### src/rtl/btn_evt_pkg.sv
// -----------------------------------------------------------------------------
// btn_evt_pkg
// Shared definitions for the button event arbiter and its event FIFO.
//   EVT_DOWN / EVT_UP : encoding of the event type bit (LSB of an event word)
//   clog2()           : constant ceil(log2(n)), usable in parameter expressions
//   evt_width()       : event-word width for a given button count
//                       {button index, is_up} = clog2(n_btn) + 1 bits
// -----------------------------------------------------------------------------
package btn_evt_pkg;

  localparam logic EVT_DOWN = 1'b0;
  localparam logic EVT_UP   = 1'b1;

  function automatic int clog2(input int n);
    int r;
    r = 0;
    for (int i = 0; i < 31; i++) begin
      if ((1 << i) < n) r = i + 1;
    end
    return r;
  endfunction

  function automatic int evt_width(input int n_btn);
    return clog2(n_btn) + 1;
  endfunction

  localparam int N_BTN_DEFAULT = 4;
  localparam int EVT_W_DEFAULT = evt_width(N_BTN_DEFAULT);

endpackage

### src/rtl/evt_fifo.sv
// -----------------------------------------------------------------------------
// evt_fifo
// Generic synchronous show-ahead FIFO. The head entry is visible on dout
// whenever the FIFO is non-empty; dout reads as zero while empty.
// A push while full is accepted only together with a pop.
//   clk   : clock, all state on posedge
//   rst   : synchronous active-high reset
//   push  : write din this cycle
//   din   : data to write
//   pop   : remove head entry this cycle (ignored when empty)
//   dout  : head entry
//   count : number of stored entries (0..DEPTH)
//   full  : count == DEPTH
//   empty : count == 0
// DEPTH must be a power of two so the pointers wrap naturally.
// -----------------------------------------------------------------------------
module evt_fifo
  import btn_evt_pkg::*;
#(
  parameter int WIDTH = 3,
  parameter int DEPTH = 4
) (
  input  logic                  clk,
  input  logic                  rst,
  input  logic                  push,
  input  logic [WIDTH-1:0]      din,
  input  logic                  pop,
  output logic [WIDTH-1:0]      dout,
  output logic [clog2(DEPTH):0] count,
  output logic                  full,
  output logic                  empty
);

  localparam int AW = clog2(DEPTH);
  localparam int CW = AW + 1;

  logic [WIDTH-1:0] r_mem [DEPTH];
  logic [AW-1:0]    r_wr_ptr;
  logic [AW-1:0]    r_rd_ptr;
  logic [CW-1:0]    r_count;
  logic             w_do_push;
  logic             w_do_pop;

  assign full      = (r_count == CW'(DEPTH));
  assign empty     = (r_count == '0);
  assign count     = r_count;
  assign w_do_pop  = pop & ~empty;
  assign w_do_push = push & (~full | w_do_pop);

  // NOTE: storage has no reset; only pointers and count define validity,
  // which keeps the array as plain RAM. dout is masked so stale data never shows.
  always_ff @(posedge clk) begin
    if (w_do_push) r_mem[r_wr_ptr] <= din;
  end

  // NOTE: sequential state is updated with non-blocking assignments only, so
  // every reader sees the pre-edge value regardless of block ordering.
  always_ff @(posedge clk) begin
    if (rst) begin
      r_wr_ptr <= '0;
      r_rd_ptr <= '0;
      r_count  <= '0;
    end else begin
      if (w_do_push) r_wr_ptr <= r_wr_ptr + AW'(1);
      if (w_do_pop)  r_rd_ptr <= r_rd_ptr + AW'(1);
      case ({w_do_push, w_do_pop})
        2'b10:   r_count <= r_count + CW'(1);
        2'b01:   r_count <= r_count - CW'(1);
        default: r_count <= r_count;
      endcase
    end
  end

  assign dout = empty ? '0 : r_mem[r_rd_ptr];

endmodule

### src/rtl/btn_event_arbiter.sv
// -----------------------------------------------------------------------------
// btn_event_arbiter
// Collects 1-cycle press/release pulses from N_BTN debounced buttons into
// one-entry pending slots, moves one pending event per cycle (round-robin)
// into a show-ahead FIFO, and hands events to a single consumer via
// valid/ready.
//   clk       : clock
//   rst       : synchronous active-high reset
//   btn_down  : per-button press pulse
//   btn_up    : per-button release pulse
//   evt_valid : FIFO head holds an event
//   evt_btn   : button index of the head event
//   evt_is_up : 0 = press, 1 = release
//   evt_ready : consumer accepts the head event this cycle
//   overflow  : sticky, at least one pulse was dropped
//   ovf_clr   : clears overflow (a same-cycle drop wins)
// -----------------------------------------------------------------------------
module btn_event_arbiter
  import btn_evt_pkg::*;
#(
  parameter int N_BTN      = 4,
  parameter int FIFO_DEPTH = 4
) (
  input  logic                    clk,
  input  logic                    rst,
  input  logic [N_BTN-1:0]        btn_down,
  input  logic [N_BTN-1:0]        btn_up,
  output logic                    evt_valid,
  output logic [clog2(N_BTN)-1:0] evt_btn,
  output logic                    evt_is_up,
  input  logic                    evt_ready,
  output logic                    overflow,
  input  logic                    ovf_clr
);

  localparam int BTN_W = clog2(N_BTN);
  localparam int EVT_W = evt_width(N_BTN);
  localparam int CW    = clog2(FIFO_DEPTH) + 1;

  logic [N_BTN-1:0] r_pend_v;
  logic [N_BTN-1:0] r_pend_up;
  logic [BTN_W-1:0] r_rr_ptr;
  logic             r_overflow;

  logic             w_found;
  logic [BTN_W-1:0] w_gnt_idx;
  logic             w_grant;
  logic [N_BTN-1:0] w_gnt_vec;
  logic [N_BTN-1:0] w_pulse;
  logic [N_BTN-1:0] w_busy;
  logic [N_BTN-1:0] w_load;
  logic [N_BTN-1:0] w_drop;
  logic [BTN_W-1:0] w_rr_next;
  logic             w_pop;
  logic             w_push_ok;
  logic [EVT_W-1:0] w_din;
  logic [EVT_W-1:0] w_dout;
  logic [CW-1:0]    w_count;
  logic             w_full;
  logic             w_empty;

  assign w_pop     = evt_ready & ~w_empty;
  // A full FIFO still accepts a push in the same cycle as a pop.
  assign w_push_ok = ~w_full | w_pop;

  // Round-robin search starting at r_rr_ptr, wrapping modulo N_BTN.
  // NOTE: every variable assigned here gets a default first, so no path can
  // leave it unassigned and infer a latch.
  always_comb begin
    int j;
    j         = 0;
    w_found   = 1'b0;
    w_gnt_idx = '0;
    for (int k = 0; k < N_BTN; k++) begin
      j = int'(r_rr_ptr) + k;
      if (j >= N_BTN) j = j - N_BTN;
      if (!w_found && r_pend_v[BTN_W'(j)]) begin
        w_found   = 1'b1;
        w_gnt_idx = BTN_W'(j);
      end
    end
  end

  assign w_grant   = w_found & w_push_ok;
  assign w_gnt_vec = w_grant ? (N_BTN'(1) << w_gnt_idx) : '0;
  assign w_rr_next = (w_gnt_idx == BTN_W'(N_BTN - 1)) ? '0 : w_gnt_idx + BTN_W'(1);

  // A slot being granted this cycle counts as free, so a new pulse refills it.
  assign w_pulse = btn_down | btn_up;
  assign w_busy  = r_pend_v & ~w_gnt_vec;
  assign w_load  = w_pulse & ~w_busy;
  // Dropped: any pulse on a busy slot, or the release half of a down+up pair.
  assign w_drop  = (w_pulse & w_busy) | (btn_down & btn_up);

  always_ff @(posedge clk) begin
    if (rst) begin
      r_pend_v   <= '0;
      r_pend_up  <= '0;
      r_rr_ptr   <= '0;
      r_overflow <= 1'b0;
    end else begin
      r_pend_v  <= (r_pend_v & ~w_gnt_vec) | w_load;
      // Press wins when both arrive, so a loaded slot is "up" only without a down.
      r_pend_up <= (r_pend_up & ~w_load) | (w_load & ~btn_down);
      if (w_grant) r_rr_ptr <= w_rr_next;
      if (|w_drop)      r_overflow <= 1'b1;
      else if (ovf_clr) r_overflow <= 1'b0;
    end
  end

  assign w_din = {w_gnt_idx, r_pend_up[w_gnt_idx]};

  evt_fifo #(
    .WIDTH (EVT_W),
    .DEPTH (FIFO_DEPTH)
  ) u_fifo (
    .clk   (clk),
    .rst   (rst),
    .push  (w_grant),
    .din   (w_din),
    .pop   (w_pop),
    .dout  (w_dout),
    .count (w_count),
    .full  (w_full),
    .empty (w_empty)
  );

  assign evt_valid = (w_count != '0);
  assign evt_btn   = w_dout[EVT_W-1:1];
  assign evt_is_up = w_dout[0];
  assign overflow  = r_overflow;

endmodule

### config.mk
export PLATFORM = sky130hd
export DESIGN_NAME = btn_event_arbiter
export DESIGN_NICKNAME = d
export VERILOG_FILES = /design/src/rtl/btn_evt_pkg.sv /design/src/rtl/evt_fifo.sv /design/src/rtl/btn_event_arbiter.sv
export SDC_FILE = /design/constraint.sdc
export NUM_CORES = 1
export LEC_CHECK = 0
export ABC_CLOCK_PERIOD_IN_PS = 4600
export CORE_ASPECT_RATIO = 1.2
export CORE_MARGIN = 1.5
export CORE_UTILIZATION = 59
export DETAILED_ROUTE_END_ITERATION = 12
export GPL_TIMING_DRIVEN = 0
export PLACE_DENSITY = 0.79
export SLEW_MARGIN = 15
export SYNTH_ARGS = -nofsm -noshare
export SYNTH_HDL_FRONTEND = slang
export SYNTH_SLANG_ARGS = --single-unit
### constraint.sdc
create_clock -name clk -period 4.6 [get_ports clk]
set_input_delay 0.46 -clock clk [delete_from_list [all_inputs] [get_ports clk]]
set_output_delay 0.46 -clock clk [all_outputs]
set_load 0.005 [all_outputs]
# [Word-level counts from Yosys, hierarchy flattened]
# Memories as Yosys holds them, arrays and structs flattened. A register that Yosys moved wholly into a read port is not among the register bits.
# Cells that the tools add are included.
[totals] ff_bits=18 mem_bits_rw=12 out_inout_bits=5 wordCells=103 memories=1
[mem_list] name="u_fifo.r_mem" words=4 width=3 read_ports=1 rd_ports_with_merged_regs=1 wr=1 line="evt_fifo.sv:37" text="logic [WIDTH-1:0] r_mem [DEPTH];"
[op_classes] addsub=12 n_lt_le_gt_ge=9 n_eq_ne=4 shifts=1 n_mux=36 n_bitwise=22 n_reduce_logical=11
[ops] operator="bitwise AND 4 bit" n=6
[ops] operator="two-way mux 2 bit" n=11
[ops] operator="two-way mux 1 bit" n=17
[ops] operator="< comparator 2 x 4 -> 1 bit (second input constant)" n=4
[ops] operator="inverter 4 bit" n=4
[ops] operator="OR 4 bit" n=4
[ops] operator="binary-select mux 1 bit (select 2 bit)" n=5
[ops] operator="greater-or-equal comparator 3 bit (second input constant)" n=3
[ops] operator="subtractor 2 x 1 -> 2 bit (second input constant)" n=4
[ops] operator="adder 2 x 1 -> 2 bit (second input constant)" n=3
[ops] operator="adder 2 x 2 -> 3 bit (second input constant)" n=2
[ops] operator="one-hot mux 3 bit (2 select lines)" n=1
[ops] operator="bitwise AND 1 bit" n=4
[ops] operator="equality test 2 bit (second input constant)" n=2
[ops] operator="two-way mux 4 bit" n=1
[ops] operator="nonzero test 2 bit" n=2
[ops] operator="OR reduction 4 bit" n=1
[ops] operator="left shift 1 x 2 -> 4 bit (first input constant)" n=1
[ops] operator="adder 2 x 1 -> 3 bit (second input constant)" n=1
[ops] operator="adder 3 x 1 -> 3 bit (second input constant)" n=1
[ops] operator="equality test 3 bit (second input constant)" n=1
[ops] operator="greater-or-equal comparator 2 x 3 -> 1 bit (second input constant)" n=1
[ops] operator="logical AND 1 bit" n=3
[ops] operator="zero test 1 bit" n=3
[ops] operator="other kinds (8)" n=10

# [Logic depth before layout (Yosys ltp)]
# Gate-level depths: netlist (run 1).
[logic_depth] depth_word=24 mapped_depth=10

# [Hierarchy]
# From an unflattened synthesis (run 1), not the netlist that was laid out.
[unflattened] cells_unflattened=151 hier_area_um2=1620.3
[modules_own_cells] module="evt_fifo" instances=1 cells_per_inst=72 area_per_inst_um2=939.7 seq_area_each_um2=540.5
[modules_own_cells] module="btn_event_arbiter" instances=1 cells_per_inst=79 area_per_inst_um2=680.7 seq_area_each_um2=220.2

# [Worst setup path before layout (run 1)]
# Ideal clock, no wire load.
[synth_path] path_type="input port to flip-flop" start="in evt_ready" end="reg u_fifo.r_count[2] (netlist: u_fifo.count[2])" t_arrival_ns=2.463 slack_ns=2.066 cell_stages=10 path_cell_list="or4b_4 > nor2b_1 > buf_6 > inv_1 > ha_1 > inv_1 > fa_1 > xor2_1 > or3_1 > a21oi_1"
[synth_via] elab_chain_cells=6
[synth_rtl] element="from (decl)" line="btn_event_arbiter.sv:31" text="input logic evt_ready,"
[synth_rtl] element="bitwise AND 1 bit *" line="btn_event_arbiter.sv:62" text="assign w_pop = evt_ready & ~w_empty;"
[synth_rtl] element="OR 1 bit / bitwise AND 1 bit (equally long branches)" line="btn_event_arbiter.sv:64, evt_fifo.sv:47"
[synth_rtl] element="bitwise AND 1 bit / OR 1 bit (equally long branches)" line="btn_event_arbiter.sv:84, evt_fifo.sv:48"
[synth_rtl] element="bitwise AND 1 bit" line="evt_fifo.sv:48" text="assign w_do_push = push & (~full | w_do_pop);"
[synth_rtl] element="equality test 2 x 1 -> 1 bit / equality test 2 bit (equally long branches)" line="evt_fifo.sv:66" text="case ({w_do_push, w_do_pop})"
[synth_rtl] element="one-hot mux 3 bit (2 select lines) / nonzero test 2 bit (equally long branches)"
[synth_rtl] element="to (signal assigned)" line="evt_fifo.sv:67" text="2'b10: r_count <= r_count + CW'(1);"
[synth_rtl] element="to (signal assigned)" line="evt_fifo.sv:68" text="2'b01: r_count <= r_count - CW'(1);"
[synth_rtl] element="to (signal assigned)" line="evt_fifo.sv:69" text="default: r_count <= r_count;"
[synth_rtl] element="to (decl)" line="evt_fifo.sv:40" text="logic [CW-1:0] r_count;"
# Mark *: on every way between the ends. The rest lies on a longest branch, timed or not.
# A chain may end at the register's enable or synchronous reset.

# [Final worst setup path (run 1)]
# Ends and elaborated chain as after synthesis.

==> qor.yml, run 1 <==
status:
  status: "finished, final reports clean"
final_layout:
  multi_input_area_um2: 706
  layout.area.seq_um2: 761
  area_delta_synth_final_pct: 16.2
  finish.utilization_pct: 70.8
  nFillCells: 203
  instances_no_fill: 198
  diodes: 0
  final_nets: 186
  post_route_cells_drive_above_1_share_pct: 8.48
sta:
  whs_ps: 497
  tightest_slew_ps: 704
  period_share_pct: 60.2
  setup_ws_ps: 1830
  drv_slew: 0
  grt_setup_unrepaired: "no"
  hold_viol: 0
  fmax_mhz: 361
  max_slew_margin_pct: 52.7
  setup_viol: 0
  finalSetupTns_ps: 0
  final.setup_skew_ps: 7.25
  finalCriticalPeriod_ps: 2770
worst_hold_path:
  hold_path.class: "flip-flop to flip-flop"
worst_setup_path:
  cp-start-kind: "input pin"
  crit_path_cell_trace: "clkdlybuf4s50_1 -> or4b_4 -> nor2b_1 -> buf_6 -> inv_1 -> ha_1 -> inv_1 -> fa_1 -> xor2_1 -> or3_1 -> a21oi_1"
  path_max_fanout: 10
  crit_type: "input pin to flip-flop"
  crit_top_cell: "inv_1"
  max_stage_delay_ps: 540
  crit_family: "simple AND/OR/NAND/NOR gates"
  cp_slowest_cell: "or4b_4"
  crit_buf_inv: 4
  crit_path_end_kind: "flip-flop"
  crit_required_ps: 4860
  arrival_ps: 3030
clock_tree:
  cts_resized: 0
  root_buffer: "clkbuf_4"
  cts.htree.levels: 2
  cts_tree: "done"
  cts.sinks: 32
  clkLatencyLatePin_ps: 330
  cts_buffer_depth: 2
  path_clk_slew_ps: 90
  post_cts_buffers: 0
  cts_hold_buffers: 0
  cts_buffers: 5
drt:
  wl_met3_um: 108
  dr.pass1.iters: 4
  wl_met2_um: 1510
  wl_per_cell_um: 14.1
  drt_iter0_markers: 28
  drc_errors: 0
  finalWirelength_um: 2800
  via_per_inst: 5.52
  wl_met1_um: 1090
  vias: 1093
  drtAntennaViolNets: 0
  routed.top_layer: "met4"
yosys:
  post-synth-top-count-cell: "dfxtp_1"
  synth_area_leaders: "dfxtp_1 (26%), edfxtp_1 (24%), ha_1 (7.4%)"
  ys_warn_count: 0
  synth_area_leader_cell: "dfxtp_1"
  seq_area_frac_synth_pct: 49.9
  synth_edf_count: 12
  syn_area_um2: 1520
  async_flop_share_pct: 0
  synth_cell_types: 32
  syn_nets: 164
  syn_area_per_cell_um2: 10.7
  synth_seq_cells: 32
  synthCells: 142
  synthFlopType: "dfxtp_1"
  yosys-top-cells-count: "dfxtp_1 (20), nor2_1 (16), a21oi_1 (12), edfxtp_1 (12), inv_1 (11)"
  synth.top_cell.area_share_pct: 26.3
floorplan:
  core_um2: 2500
  die_w_um: 49.4
  fp-row-count: 20
  die_h_um: 58.7
  io_pins: 17
  initial_core_util_pct: 60.9
  die-area_um2: 2900
pwr:
  max-vdd-ir-drop_mv: 0.302
  p_per_area_nw_per_um2: 496
  p_leak_uw: 0.000703
placement:
  hpwl_um: 2140
  pre_cts_slack_ps: 1500
  dp.cells: 190
  numPortBuffers: 15
  place_congestion: 0.772
global_route:
  grt_pass1_vias: 1108
  grt_start_max_net_pins: 11
  grt_pass1_wl_um: 4840
  gr-usage-all-layers_pct: 23.2
  gr-total-overflow: 0
  antenna_found_initial: 0
job:
  drv_cap: 0
-- worst reg2reg max path, cell delays in order, from the launching register on --
cell and delay, ps:
dfxtp_1 350, or4b_4 600, nor2b_1 170, buf_6 160
inv_1 60, ha_1 170, inv_1 60, fa_1 380
xor2_1 160, or3_1 310, a21oi_1 130
-- where the power goes --
part	total, µW	leakage [µW]	internal, µW	switching [µW]
logic	315	0.000396	164	151
clock network	148	0.0000269	58.6	89.3
registers	415	0.000280	370	45.6
-- cells in the final DEF (no fill, tap or decap), types with 3 or more instances in the layout --
master	instances
dfxtp_1	20
xor2_1	3
clkdlybuf4s50_1	15
a21oi_1	12
clkbuf_4	5
nor2_1	16
ha_1	9
a211oi_1	5
and2_1	8
clkbuf_1	4
mux2i_1	6
inv_1	11
nand2_1	8
edfxtp_1	12
mux4_2	3
-- through the flow --
stage / power, µW / instance area [µm²]
2_1_floorplan: 626 / 1520
3_3_place_gp: 715 / 1720
3_5_place_dp: 736 / 1720
4_1_cts: 884 / 1760
5_1_grt: 945 / 1770
6_report: 878 / 1770
-- metal layers --
| metal | GRT usage [%] | vias up |
|---|---|---|
| li1 | - | 539 |
| met1 | 23.4 | 517 |
| met2 | 42.1 | 28 |
| met3 | 8.12 | 9 |
| met4 | 12.7 | 0 |
| met5 | 0 | - |
-- worst paths after layout --
kind | cells after the start | from | end | slack (ps)
max | 11 | evt_ready | u_fifo.count[2] | 1830
min | 2 | u_fifo.count[2] | u_fifo.count[2] | 500
max reg2reg | 10 | u_fifo.count[0] | u_fifo.count[2] | 1980
min reg2reg | 2 | u_fifo.count[2] | u_fifo.count[2] | 500
-- cells by family after synthesis --
family | Yosys count | share of synthesized area (%)
flops | 32 | 49.9
compound gates | 27 | 11.5
buf+inv | 15 | 4.19
simple gates | 44 | 14.4
mux | 9 | 8.37
fa+ha+maj | 10 | 8.70
xor+xnor | 5 | 2.87
-- final cells by class --
| class | count | area share [%] |
|---|---|---|
| buffer | 4 | 1.27 |
| clock buffer | 7 | 2.54 |
| clock inverter | 1 | 0.212 |
| inverter | 11 | 2.33 |
| multi-input combinational | 95 | 39.9 |
| sequential | 32 | 43.0 |
| tap | 33 | 2.33 |
| timing repair buffer | 15 | 8.48 |
(Power assumes the default switching activity.)
==> inputs of run 2 (changes only) <==
--- a/config.mk
+++ b/config.mk
@@ -5,13 +5,13 @@
 export SDC_FILE = /design/constraint.sdc
 export NUM_CORES = 1
 export LEC_CHECK = 0
-export ABC_CLOCK_PERIOD_IN_PS = 4600
+export ABC_CLOCK_PERIOD_IN_PS = 2850
 export CORE_ASPECT_RATIO = 1.2
 export CORE_MARGIN = 1.5
-export CORE_UTILIZATION = 59
+export CORE_UTILIZATION = 55
 export DETAILED_ROUTE_END_ITERATION = 12
 export GPL_TIMING_DRIVEN = 0
-export PLACE_DENSITY = 0.79
+export PLACE_DENSITY = 0.74
 export SLEW_MARGIN = 15
 export SYNTH_ARGS = -nofsm -noshare
 export SYNTH_HDL_FRONTEND = slang
==> constraint.sdc (replaced) <==
create_clock -name clk -period 2.85 [get_ports clk]
set_input_delay 0.285 -clock clk [delete_from_list [all_inputs] [get_ports clk]]
set_output_delay 0.285 -clock clk [all_outputs]
set_load 0.005 [all_outputs]
==> qor.yml, run 2 (same netlist as run 1, synthesis figures left out) <==
worst_setup_path:
  crit_type: "flip-flop to flip-flop"  # was input pin to flip-flop
  arrival_ps: 2870  # was 3030 ps
  max_stage_delay_ps: 600  # was 540 ps
  cp_slowest_cell: "or4b_4"  # unchanged
  cp-start-kind: "flip-flop"  # was input pin
  crit_path_cell_trace: "or4b_4 -> nor2b_1 -> buf_6 -> inv_1 -> ha_1 -> inv_1 -> fa_1 -> xor2_1 -> or3_1 -> a21oi_1"  # was clkdlybuf4s50_1 -> or4b_4 -> nor2b_1 -> buf_6 -> inv_1 -> ha_1 -> inv_1 -> fa_1 -> xor2_1 -> or3_1 -> a21oi_1
  crit_top_cell: "inv_1"  # unchanged
  path_max_fanout: 10  # unchanged
  crit_path_end_kind: "flip-flop"  # unchanged
  crit_required_ps: 3120  # was 4860 ps
  r2r_slack_ps: 250  # was 1980 ps
clock_tree:
  clkLatencyLatePin_ps: 330  # about the same
  cts_hold_buffers: 0  # unchanged
  root_buffer: "clkbuf_4"  # unchanged
  cts_buffer_depth: 2  # unchanged
  cts_buffers: 5  # unchanged
  cts.sinks: 32  # unchanged
  cts_tree: "done"  # unchanged
  path_clk_slew_ps: 90  # about the same
  cts.htree.levels: 2  # unchanged
sta:
  tightest_slew_ps: 688  # was 704 ps
  final.setup_skew_ps: 8.59  # was 7.25 ps
  hold_viol: 0  # unchanged
  max_slew_margin_pct: 53.7  # was 52.7%
  fmax_mhz: 385
  period_share_pct: 91.2
  finalCriticalPeriod_ps: 2600
  setup_ws_ps: 250  # was 1830 ps
  drv_slew: 0  # unchanged
  setup_viol: 0  # unchanged
  whs_ps: 332  # was 497 ps
  grt_setup_unrepaired: "no"  # unchanged
drt:
  drt_iter0_markers: 18  # was 28
  via_per_inst: 5.34  # was 5.52
  wl_per_cell_um: 13.1  # was 14.1 µm
  dr.pass1.iters: 4  # unchanged
  drtAntennaViolNets: 0  # unchanged
  routed.top_layer: "met4"  # unchanged
  vias: 1057  # was 1093
  drc_errors: 0  # unchanged
  wl_met1_um: 1090  # about the same
  finalWirelength_um: 2590  # was 2800 µm
  wl_met3_um: 108  # unchanged
  wl_met2_um: 1330  # was 1510 µm
status:
  status: "finished, final reports clean"  # unchanged
global_route:
  antenna_found_initial: 0  # unchanged
  grt_pass1_vias: 1012  # was 1108
  gr-usage-all-layers_pct: 20.1  # was 23.2%
  grt_pass1_wl_um: 4390  # was 4840 µm
  grt_start_max_net_pins: 11  # unchanged
  gr-total-overflow: 0  # unchanged
pwr:
  power.internal_uw: 958  # was 593 µW
  switching_power_uw: 451  # was 285 µW
  p_clk_share_pct: 16.8  # about the same
  seqPwrFrac_pct: 47.3  # about the same
  p_comb_share_pct: 35.9  # about the same
  max-vdd-ir-drop_mv: 0.408  # was 0.302 mV
  p_per_area_nw_per_um2: 796  # was 496 nW/µm²
  swShare_pct: 32.0  # was 32.5%
  p_leak_uw: 0.000703  # unchanged
final_layout:
  layout.area.seq_um2: 761  # unchanged
  final_common_cell: "dfxtp_1"  # unchanged
  nFillCells: 203  # unchanged
  diodes: 0  # unchanged
  multi_input_area_um2: 706  # unchanged
  post_route_cells_drive_above_1_share_pct: 8.48  # unchanged
  final_cell_mix: "dfxtp_1 (20), nor2_1 (16), clkdlybuf4s50_1 (15)"  # unchanged
  area_delta_synth_final_pct: 16.2  # unchanged
  final_nets: 186  # unchanged
placement:
  place_congestion: 0.720  # was 0.772
  numPortBuffers: 15  # unchanged
  hpwl_um: 1950  # was 2140 µm
  pre_cts_slack_ps: -53.2  # was 1500 ps
floorplan:
  core_um2: 2580  # was 2500 µm²
  die_h_um: 60.7  # was 58.7 µm
  initial_core_util_pct: 59.1  # was 60.9%
  die_w_um: 51.1  # was 49.4 µm
  die-area_um2: 3100  # was 2900 µm²
  fp-row-count: 20  # unchanged
  io_pins: 17  # unchanged
worst_hold_path:
  hold_path.class: "input pin to flip-flop"  # was flip-flop to flip-flop
job:
  drv_cap: 0  # unchanged
==> run 2: cell counts in the layout (fill, tap and decap cells not counted) <==
No cell type changed its count.
==> run 2: through the flow <==
step	util [%]	instances	total power [µW]	cell area, µm²	setup TNS [ps]
floorplan	-	142	1010	1520	0
global placement	66.6	190	1160	1720	-13.0
detailed placement	66.6	190	1180	1720	-53.2
CTS	68.4	198	1420	1760	0
global route	68.7	198	1510	1770	0
finish	68.7	198	1410	1770	0
==> run 2: repair_timing <==
| item | CTS | global route |
|---|---|---|
| endpoints found under the setup margin | 0 | 2 |
| buffers inserted | 0 | 0 |
| gates resized for setup | 0 | 1 |
==> run 2: final cells by class <==
type                       instances  area share, %
clock buffer                       7           2.54
multi-input combinational         95           39.9
inverter                          11           2.33
clock inverter                     1          0.212
tap                               33           2.33
buffer                             4           1.27
timing repair buffer              15           8.48
sequential                        32           43.0
==> run 2: power groups by stage <==
stage | combinational [µW] | clock (µW) | sequential [µW]
2_1_floorplan | 351 | 0 | 659
3_3_place_gp | 484 | 0 | 672
3_5_place_dp | 502 | 0 | 678
4_1_cts | 507 | 249 | 667
5_1_grt | 567 | 265 | 681
6_report | 505 | 237 | 666
==> run 2: metal layers <==
metal	GRT usage (%)	up-vias
met5	0	-
met4	10.4	0
met3	7.39	7
met2	36.4	21
met1	20.4	487
li1	-	542
==> run 2: worst max-delay path: cells and delay by family (launching register included) <==
kind | cells | cell delay (ps)
AND/OR/NAND/NOR | 3 | 1080
AO/OA/AOI/OAI | 1 | 140
flip-flops | 1 | 350
buffers and inverters | 3 | 280
XOR/XNOR | 1 | 160
adder cells (fa/ha/maj) | 2 | 540
==> run 2: worst paths after layout <==
kind,cells past startpoint,from,endpoint
setup / recovery,10,u_fifo.count[0],u_fifo.count[2]
hold / removal,2,rst,r_pend_v[3]
setup reg to reg,10,u_fifo.count[0],u_fifo.count[2]
hold reg to reg,2,u_fifo.count[2],u_fifo.count[2]
